==> src/rtl/seq_detect_pkg.sv <==
// Shared constants and encodings for the run-event window counter.
package seq_detect_pkg;

  localparam int unsigned DEF_WIN_LEN = 16;
  localparam int unsigned DEF_CNT_W   = 5;

  typedef enum logic {
    S_EMPTY = 1'b0,
    S_FULL  = 1'b1
  } buf_state_e;

  typedef enum logic [1:0] {
    HIT_NONE = 2'd0,
    HIT_ZERO = 2'd1,
    HIT_ONE  = 2'd2
  } hit_e;

endpackage

==> src/rtl/sat_counter.sv <==
// Saturating up-counter with synchronous clear; clear wins over increment.
module sat_counter #(
  parameter int unsigned W = 5
) (
  input  logic         clk,
  input  logic         reset,
  input  logic         clr,
  input  logic         inc,
  output logic [W-1:0] q
);

  localparam logic [W-1:0] CNT_MAX = '1;

  logic [W-1:0] r_q;

  // Count hits, holding at the maximum instead of wrapping.
  always_ff @(posedge clk) begin
    if (reset) begin
      r_q <= '0;
    end else if (clr) begin
      r_q <= '0;
    end else if (inc && (r_q != CNT_MAX)) begin
      r_q <= r_q + W'(1);
    end
  end

  assign q = r_q;

endmodule

==> src/rtl/run_event_window_counter.sv <==
// Counts zero-run and one-run detector hits per fixed window and reports
// each window through a one-entry valid/ready buffer with a sticky drop flag.
module run_event_window_counter
  import seq_detect_pkg::*;
#(
  parameter int unsigned WIN_LEN = DEF_WIN_LEN,
  parameter int unsigned CNT_W   = DEF_CNT_W,
  parameter int unsigned WCNT_W  = 8
) (
  input  logic             clk,
  input  logic             reset,
  input  logic             x,
  input  logic             y,
  input  logic             rpt_ready,
  output logic             rpt_valid,
  output logic [CNT_W-1:0] rpt_zero_cnt,
  output logic [CNT_W-1:0] rpt_one_cnt,
  output logic             rpt_overflow
);

  localparam logic [WCNT_W-1:0] LAST_POS = WCNT_W'(WIN_LEN - 1);
  localparam logic [CNT_W-1:0]  CNT_MAX  = '1;

  hit_e              w_hit;
  logic              w_zhit;
  logic              w_ohit;
  logic              w_close;
  logic [CNT_W-1:0]  w_zacc;
  logic [CNT_W-1:0]  w_oacc;
  logic [CNT_W-1:0]  w_zrpt;
  logic [CNT_W-1:0]  w_orpt;

  logic [WCNT_W-1:0] r_wpos;
  buf_state_e        r_state;
  logic              r_drop_pending;
  logic [CNT_W-1:0]  r_zero_cnt;
  logic [CNT_W-1:0]  r_one_cnt;
  logic              r_overflow;

  // Classify the current sample.
  always_comb begin
    w_hit = HIT_NONE;
    if (y) begin
      w_hit = x ? HIT_ONE : HIT_ZERO;
    end
  end

  assign w_zhit  = (w_hit == HIT_ZERO);
  assign w_ohit  = (w_hit == HIT_ONE);
  assign w_close = (r_wpos == LAST_POS);

  sat_counter #(.W(CNT_W)) u_zero_acc (
    .clk   (clk),
    .reset (reset),
    .clr   (w_close),
    .inc   (w_zhit),
    .q     (w_zacc)
  );

  sat_counter #(.W(CNT_W)) u_one_acc (
    .clk   (clk),
    .reset (reset),
    .clr   (w_close),
    .inc   (w_ohit),
    .q     (w_oacc)
  );

  // Report values fold in the closing cycle's hit, saturated.
  always_comb begin
    w_zrpt = w_zacc;
    w_orpt = w_oacc;
    if (w_zhit && (w_zacc != CNT_MAX)) begin
      w_zrpt = w_zacc + CNT_W'(1);
    end
    if (w_ohit && (w_oacc != CNT_MAX)) begin
      w_orpt = w_oacc + CNT_W'(1);
    end
  end

  // Window position, wrapping after the last sample.
  always_ff @(posedge clk) begin
    if (reset) begin
      r_wpos <= '0;
    end else if (w_close) begin
      r_wpos <= '0;
    end else begin
      r_wpos <= r_wpos + WCNT_W'(1);
    end
  end

  // Output buffer: load on window close, drop and flag when still occupied.
  always_ff @(posedge clk) begin
    if (reset) begin
      r_state        <= S_EMPTY;
      r_drop_pending <= 1'b0;
      r_zero_cnt     <= '0;
      r_one_cnt      <= '0;
      r_overflow     <= 1'b0;
    end else begin
      case (r_state)
        S_EMPTY: begin
          if (w_close) begin
            r_state        <= S_FULL;
            r_zero_cnt     <= w_zrpt;
            r_one_cnt      <= w_orpt;
            r_overflow     <= r_drop_pending;
            r_drop_pending <= 1'b0;
          end
        end
        S_FULL: begin
          if (w_close) begin
            if (rpt_ready) begin
              r_zero_cnt     <= w_zrpt;
              r_one_cnt      <= w_orpt;
              r_overflow     <= r_drop_pending;
              r_drop_pending <= 1'b0;
            end else begin
              r_drop_pending <= 1'b1;
            end
          end else if (rpt_ready) begin
            r_state <= S_EMPTY;
          end
        end
        default: begin
          r_state <= S_EMPTY;
        end
      endcase
    end
  end

  assign rpt_valid    = (r_state == S_FULL);
  assign rpt_zero_cnt = r_zero_cnt;
  assign rpt_one_cnt  = r_one_cnt;
  assign rpt_overflow = r_overflow;

endmodule

==> config.mk <==
export PLATFORM = sky130hd
export DESIGN_NAME = run_event_window_counter
export DESIGN_NICKNAME = d
export VERILOG_FILES = /design/src/rtl/seq_detect_pkg.sv /design/src/rtl/sat_counter.sv /design/src/rtl/run_event_window_counter.sv
export SDC_FILE = /design/constraint.sdc
export NUM_CORES = 1
export LEC_CHECK = 0
export CORE_ASPECT_RATIO = 0.75
export CORE_MARGIN = 2
export CORE_UTILIZATION = 57
export CTS_CLUSTER_DIAMETER = 60
export CTS_CLUSTER_SIZE = 20
export DETAILED_ROUTE_END_ITERATION = 10
export GPL_ROUTABILITY_DRIVEN = 0
export PLACE_DENSITY_LB_ADDON = 0.1
export SLEW_MARGIN = 20
export SYNTH_ARGS = -nofsm -noshare
export SYNTH_HDL_FRONTEND = slang
export SYNTH_SLANG_ARGS = --single-unit
==> constraint.sdc <==
create_clock -name clk -period 3.2 [get_ports clk]
set_input_delay 0.96 -clock clk [delete_from_list [all_inputs] [get_ports clk]]
set_output_delay 0.96 -clock clk [all_outputs]
set_load 0.01 [all_outputs]
# Word-level counts from Yosys, hierarchy flattened
# Index checks and enable logic that the tools add are counted.
# totals
regBits	31
output_inout_bits	12
word_cells	48
# op_classes
addsub	3
n_eq_ne	8
muxes	23
bitwise_logic	1
reduce_logical	5
# op_table
op	n
5-bit 2-to-1 mux	8
5-bit case mux with 2 select lines	2
5-bit by 1-bit adder with 5-bit output, second input constant	2
5-bit inequality test, second input constant	2
8-bit by 1-bit adder with 8-bit output, second input constant	1
8-bit by 4-bit == test with 1-bit output, second input constant	1
1-bit 2-to-1 mux	8
1-bit case mux with 2 select lines	3
2-bit 2-to-1 mux	2
2-bit by 1-bit inequality test with 1-bit output, second input constant	2
3-bit AND reduction	1
2-bit by 1-bit == test with 1-bit output, second input constant	1
2-bit == test, second input constant	1
1-bit logical AND	2
2-bit inequality test, second input constant	1
2-bit AND reduction	1
2-bit OR reduction	1
1-bit NOT	1

# Longest topological paths before layout
# Gate-level depths: netlist (run 1).
# depth
depth_word	8
ltp_mapped	7
mapped_depth_nobuf	7

# Cells and area by module
# A second synthesis (run 1) with hierarchy kept.
# unflattened
cells_unflattened	166
hier_area_um2	1515.2
# modules_own_cells
mod	n_inst	cells_each	area_each_um2	seq_area_each_um2
run_event_window_counter	1	114	1037.2	420.4
sat_counter	2	26	239.0	100.1

# Worst setup path before layout (run 1)
# OpenSTA, ideal clock, no wires.
# synth_timing
path_kind	input -> register
startpoint	input x
endpoint	register r_zero_cnt[3] (netlist: rpt_zero_cnt[3])
setup_ns	0.117
arrival_time_ns	1.706
path_slack_ns	1.377
stages	4
n_path_buf	0
cell_sequence	nor3b_2 > nand4_1 > xor2_1 > o2bb2ai_2
# synth_via
elab_chain_cells	8
# synth_rtl
element	line_no	source
start, declared	run_event_window_counter.sv:12	input logic x,
2-bit 2-to-1 mux *	run_event_window_counter.sv:44	w_hit = x ? HIT_ONE : HIT_ZERO;
2-bit 2-to-1 mux *	run_event_window_counter.sv:43	if (y) begin
2-bit by 1-bit == test with 1-bit output *	run_event_window_counter.sv:48	assign w_zhit = (w_hit == HIT_ZERO);
1-bit logical AND *	run_event_window_counter.sv:72	if (w_zhit && (w_zacc != CNT_MAX)) begin
5-bit 2-to-1 mux *	run_event_window_counter.sv:72	
5-bit 2-to-1 mux	run_event_window_counter.sv:112	if (rpt_ready) begin
5-bit 2-to-1 mux	run_event_window_counter.sv:111	if (w_close) begin
5-bit case mux with 2 select lines *	run_event_window_counter.sv:100	case (r_state)
end signal, assigned	run_event_window_counter.sv:104	r_zero_cnt <= w_zrpt;
end signal, assigned	run_event_window_counter.sv:113	r_zero_cnt <= w_zrpt;
end, declared	run_event_window_counter.sv:36	logic [CNT_W-1:0] r_zero_cnt;
# Mark *: on every way between the ends. The rest lies on a longest branch, timed or not. The select of a mux whose other input is x is not followed.
# A chain may end at the register's enable or synchronous reset.

# Worst setup path after layout (run 1)
# layout_timing
startpoint	register r_zero_cnt[3] (netlist: rpt_zero_cnt[3])
endpoint	output rpt_zero_cnt[3]
# layout_lines
element	line_no	source
end, declared	run_event_window_counter.sv:16	output logic [CNT_W-1:0] rpt_zero_cnt,
# No word-level cell between the ends.

==> results of run 1 <==
-- cell usage in the layout, fill, tap and decap left out, drive strengths merged, types with 2 or more instances in the layout --
cell type      netlist  final
and3                 5      5
nand3b               2      2
xnor2                5      5
xor2                 7      7
ha                   5      5
a21oi                2      2
nor2                18     18
nand3                3      3
clkdlybuf4s50        0     16
nand2                3      3
dfxtp               31     31
mux2i                4      4
clkbuf               0      6
inv                  2      2
nand4                2      2
o2bb2ai             11     11
-- flip-flops by register name (all words and copies together), names as in the netlist --
| name | cells |
|---|---|
| rpt_one_cnt | 5 |
| r_drop_pending | 1 |
| u_one_acc.q | 5 |
| r_wpos | 8 |
| rpt_overflow | 1 |
| rpt_zero_cnt | 5 |
| rpt_valid | 1 |
| u_zero_acc.q | 5 |
-- report_power, final --
| group | leakage (nW) | internal, mW | switching (mW) |
|---|---|---|---|
| clock | 0.0341 | 0.102 | 0.127 |
| combinational | 0.307 | 0.0161 | 0.0192 |
| sequential | 0.251 | 0.392 | 0.00511 |
-- routing by layer --
| metal | track usage | routed length [um] | share of wire | vias up |
|---|---|---|---|---|
| li1 | - | - | - | 422 |
| met1 | 0.215 | 1030 | 0.50 | 384 |
| met2 | 0.296 | 881 | 0.43 | 15 |
| met3 | 0.0860 | 113 | 0.055 | 5 |
| met4 | 0.0682 | 33 | 0.016 | 0 |
| met5 | 0 | 0 | 0 | - |
-- metrics by stage --
step                hold slack [ns]   util  worst slack (ns)  power, mW
floorplan                     0.412      -              1.38      0.432
global placement              0.423  0.700             0.786      0.441
detailed placement            0.433  0.700             0.729      0.442
CTS                           0.446  0.727             0.988      0.666
global route                  0.477  0.727             0.955      0.686
finish                        0.444  0.727             0.996      0.661
-- worst max-delay path by stage --
stage | endpoint | slack (ns)
final | rpt_zero_cnt[3] | 1.0
after global routing | rpt_one_cnt[2] | 0.96
after CTS | rpt_zero_cnt[4] | 0.99
after detailed placement | u_zero_acc.q[3] | 0.73
after global placement | u_zero_acc.q[3] | 0.79
after floorplan | rpt_zero_cnt[3] | 1.38
-- logic make-up after synthesis --
logic type | count (synthesis) | synth area share
mux | 4 | 0.0311
simple gates | 39 | 0.181
xor+xnor | 12 | 0.0817
buf+inv | 6 | 0.0350
compound gates | 14 | 0.140
flops | 31 | 0.482
fa+ha+maj | 5 | 0.0486
-- area by class of cell --
class / count / area (um2)
sequential: 31 / 621
multi-input combinational: 74 / 621
fill: 162 / 564
timing repair buffer: 17 / 168
clock buffer: 6 / 51.3
tap: 24 / 30.0
inverter: 2 / 7.51
clock inverter: 1 / 5.00
==> impl_metrics.csv, run 1 <==
group,metric,value,unit
worst_hold_path,worstHoldPathCells,1,
sta,tns,0,ns
drt,routedWlPerCell,13.3,um
power_and_ir_drop,leakage,0.592,nW
critical_path,cp.required,2.24,ns
clock_network,cts_root_buffer,"clkbuf_4",
logic_synthesis,synth_edf_count,0,
critical_path,crit_path_max_fanout,2,
critical_path,crit_path_start,"rpt_zero_cnt[3]",
logic_synthesis,yosys-top-cells-count,"dfxtp_1, nor2_1, o2bb2ai_2",
finish,fin_cells,155,
critical_path,path_cells,"clkdlybuf4s50_1",
logic_synthesis,seq_area_frac_synth,0.482,
critical_path,critPathLaunchType,"flop",
floorplanning,die_h,45.1,um
drt,vias,826,
drt,drc,3,
logic_synthesis,yosys_register_bits,31,
sta,skew,0.00913,ns
placement,dp_cells,148,
finish,fin_nets,141,
critical_path,r2r_cells,7,
clock_network,hold_buffers,0,
finish,area_growth,16.8,%
floorplanning,io_pins,17,
floorplanning,die_w,58.9,um
global_route,grt_pass1_wl,3.42,mm
drt,vias_per_cell,5.33,
power_and_ir_drop,ir_worst_vdd,0.000263,V
clock_network,cts_resized,0,
clock_network,clock_path_buffers,2,
worst_hold_path,hold_path_end,"r_wpos[0]",
critical_path,r2r-end,"u_zero_acc.q[3]",
global_route,antenna_found_initial,0,
floorplanning,die-area,2660,um2
critical_path,cp.depth,1,
logic_synthesis,syn_inst,111,
global_route,grt-ovfl-total,0,
sta,rsz0062_at_grt,"false",
global_route,grt_pass1_vias,798,
critical_path,max_stage_delay,0.56,ns
critical_path,rrSetupSlack,1.35,ns
finish,final_design_area_no_fill,1500,um2
finish,drive_above_1_share,0.191,
clock_network,cts_tree,"done",
finish,antenna_cells,0,
placement,dpl_cell_area,1450,um2
global_route,grt_max_degree,18,
logic_synthesis,yosysTopAreaCell,"dfxtp_1",
drt,wl,2.06,mm
logic_synthesis,syn_area,1290,um2
sta,tightest_slew,0.660,ns
logic_synthesis,synth_top_area_share,0.482,
sta,period_minus_slack,2.20,ns
outcome,status,"finished, violations left",
floorplanning,initial_utilization,0.622,
floorplanning,coreArea,2070,um2
drt,first_pass_iters,7,
logic_synthesis,ys.flop_type,"dfxtp_1",
drt,drtAntennaViolNets,0,
drt,drt_iter0_drc,11,
clock_network,cts_buffers,5,
logic_synthesis,yosysWarnings,0,
clock_network,clk_latency,0.33,ns
logic_synthesis,synthDistinctLibCells,27,
clock_network,clkTransAtPathRegs,0.08,ns
sta,period_share,0.689,
critical_path,cp_top_family,"buffers and inverters",
outcome,violations,"design-rule violations",
sta,finalSetupViolCount,0,
logic_synthesis,synth_area_per_cell,11.6,um2
placement,hpwl,1.45,mm
logic_synthesis,ys_top_cells_by_area,"dfxtp_1, o2bb2ai_2, nor2_1",
sta,max_slew_margin,0.560,
sta,final_hold_viol_count,0,
critical_path,cpMaxStageDelayCell,"clkdlybuf4s50_1",
power_and_ir_drop,powerDensity,440,nW/um2
flow_run,cap_viol_max_count,0,
sta,max_freq,454,MHz
critical_path,critPathBufInv,1,
critical_path,path_class,"flop to output port",
clock_network,postCtsSetupRepairBufs,0,
critical_path,crit_arrival,1.24,ns
floorplanning,row_count,14,
worst_hold_path,min_from,"r_wpos[0]",
critical_path,r2r-start,"u_zero_acc.q[0]",
worst_hold_path,hold_path.class,"flop to flop",
logic_synthesis,synth_nets,121,
global_route,track_usage,0.183,
sta,report.final.slew_viol_count,0,
clock_network,h-tree-depth,2,
placement,port_buffers,16,
clock_network,cts_sinks,31,
logic_synthesis,async_flop_share,0,
logic_synthesis,synth_most_common_cell,"dfxtp_1",
critical_path,critPathCaptureType,"output port",
Note: power is estimated with default switching activity, not from simulation.
==> run 2: changes to the inputs <==
- CORE_UTILIZATION: 57 -> 48
- clock period: 3.2 -> 1.88 ns (I/O delays scaled with it)
==> run 2 against run 1 <==
Against the previous run:
- the flow now finishes without violations
- register-to-register slack lost 1.2 ns
- die area rose by 17%
- hold slack gained 0.0045 ns
- setup slack worse by 0.93 ns
- via count increased by 3.3%
- non-clock buffer count rose by 3
- routed wire length increased by 6.4%
- first-iteration DRC count is 110% higher
- critical path type unchanged
- largest cell class unchanged
==> impl_metrics.csv, run 2 (synthesis results as in run 1) <==
group,metric,value,unit
outcome,status,"completed",
floorplanning,coreArea,2580,um2
power_and_ir_drop,combPwrFrac,0.060,
placement,hpwl,1.57,mm
clock_network,cts_tree,"done",
floorplanning,row_count,16,
global_route,track_usage,0.172,
global_route,grt_max_degree,18,
power_and_ir_drop,leakage,0.620,nW
sta,final_hold_viol_count,0,
drt,drt_iter0_drc,23,
critical_path,critPathLaunchType,"flop",
drt,drtAntennaViolNets,0,
power_and_ir_drop,pwr-share-seq,0.569,
critical_path,path_cells,"clkdlybuf4s50_1",
drt,routedWlPerCell,12.8,um
global_route,grt-ovfl-total,0,
critical_path,crit_arrival,1.25,ns
critical_path,max_stage_delay,0.55,ns
finish,final_common_cell,"dfxtp_1",
placement,dpl_cell_area,1510,um2
drt,vias_per_cell,4.99,
sta,report.final.slew_viol_count,0,
clock_network,cts_resized,0,
power_and_ir_drop,intPower,923,uW
worst_hold_path,hold_path_end,"r_wpos[0]",
global_route,grt_pass1_wl,4.02,mm
drt,drc,0,
sta,rsz0062_at_grt,"false",
power_and_ir_drop,powerDensity,753,nW/um2
finish,final_design_area_no_fill,1580,um2
clock_network,cts_buffers,5,
clock_network,cts_sinks,31,
sta,max_freq,552,MHz
floorplanning,die_h,48.8,um
worst_hold_path,min_from,"r_wpos[0]",
global_route,grt_pass1_vias,925,
finish,drive_above_1_share,0.207,
finish,antenna_cells,0,
power_and_ir_drop,ir_worst_vdd,0.000503,V
floorplanning,die_w,63.8,um
sta,finalSetupViolCount,0,
floorplanning,initial_utilization,0.498,
global_route,antenna_found_initial,0,
placement,dp_cells,163,
finish,fin_nets,144,
critical_path,rrSetupSlack,0.12,ns
power_and_ir_drop,p_sw,265,uW
floorplanning,die-area,3110,um2
finish,area_growth,22.7,%
critical_path,critPathBufInv,1,
sta,period_share,0.963,
placement,port_buffers,16,
sta,period_minus_slack,1.81,ns
finish,regMostFlops,"r_wpos",
drt,first_pass_iters,5,
sta,tightest_slew,0.278,ns
clock_network,clk_latency,0.33,ns
worst_hold_path,hold_path.class,"flop to flop",
critical_path,cp.required,1.32,ns
critical_path,r2r-end,"rpt_zero_cnt[3]",
power_and_ir_drop,swShare,0.223,
critical_path,path_class,"flop to output port",
sta,max_slew_margin,0.809,
clock_network,clock_path_buffers,2,
worst_hold_path,worstHoldPathCells,1,
clock_network,postCtsSetupRepairBufs,0,
floorplanning,io_pins,17,
placement,pre_cts_slack,-0.0754,ns
critical_path,crit_path_max_fanout,2,
clock_network,hold_buffers,0,
flow_run,cap_viol_max_count,0,
drt,wl,2.19,mm
finish,largest_reg_flops,8,
finish,layout_common_cells,"dfxtp_1, nor2_1, clkdlybuf4s50_1, o2bb2ai_2, xor2_1",
power_and_ir_drop,power.total,1.19,mW
sta,finalWorstSetupSlack,0.0700,ns
critical_path,r2r_cells,8,
drt,vias,853,
clock_network,cts_root_buffer,"clkbuf_4",
critical_path,cpMaxStageDelayCell,"clkdlybuf4s50_1",
power_and_ir_drop,p_clk_frac,0.371,
sta,skew,0.00694,ns
critical_path,cp_top_family,"buffers and inverters",
critical_path,r2r-start,"u_zero_acc.q[0]",
finish,fin_cells,171,
clock_network,h-tree-depth,2,
clock_network,clkTransAtPathRegs,0.09,ns
critical_path,critPathCaptureType,"output port",
[run 2: power by group through the flow]
stage	sequential (mW)	clock [mW]	combinational (mW)
finish	0.676	0.441	0.0710
global route	0.678	0.480	0.0778
CTS	0.676	0.455	0.0718
detailed placement	0.691	0	0.0717
global placement	0.691	0	0.0697
floorplan	0.689	0	0.0458
[run 2: area by class of cell]
class | count | area [um2]
clock buffers | 8 | 68.8
fillers | 221 | 1000
inverters | 2 | 7.51
multi-input cells | 74 | 621
flip-flops and latches | 31 | 621
well taps | 36 | 45.0
repair buffers | 20 | 215
[run 2: per-layer routing]
layer  wire (um)  track usage
met4          47       0.0978
met3          92       0.0554
met1        1040        0.207
met5           0            0
met2        1000        0.272
[run 2: worst max-delay path by stage]
stage,startpoint,to,slack (ns),cells after the start
floorplan,u_zero_acc.q[0],rpt_zero_cnt[3],0.16,7
global placement,y,rpt_zero_cnt[3],-0.005,6
detailed placement,y,rpt_zero_cnt[3],-0.08,6
CTS,rpt_one_cnt[3],rpt_one_cnt[3],0.05,1
global route,rpt_one_cnt[3],rpt_one_cnt[3],0.007,1
finish,rpt_one_cnt[0],rpt_one_cnt[0],0.07,1
[run 2: stage by stage]
step | TNS [ns] | hold WS, ns | utilization
2_1_floorplan | 0 | 0.412 | -
3_3_place_gp | -0.00487 | 0.421 | 0.584
3_5_place_dp | -0.139 | 0.444 | 0.584
4_1_cts | 0 | 0.458 | 0.611
5_1_grt | 0 | 0.476 | 0.611
6_report | 0 | 0.449 | 0.611
==> run 3: changes to the inputs <==
- ABC_CLOCK_PERIOD_IN_PS: default -> 1880
- CAP_MARGIN: default -> 20
==> results of run 3 <==
The final DEF is identical to that of run 2; final timing and power are the same.
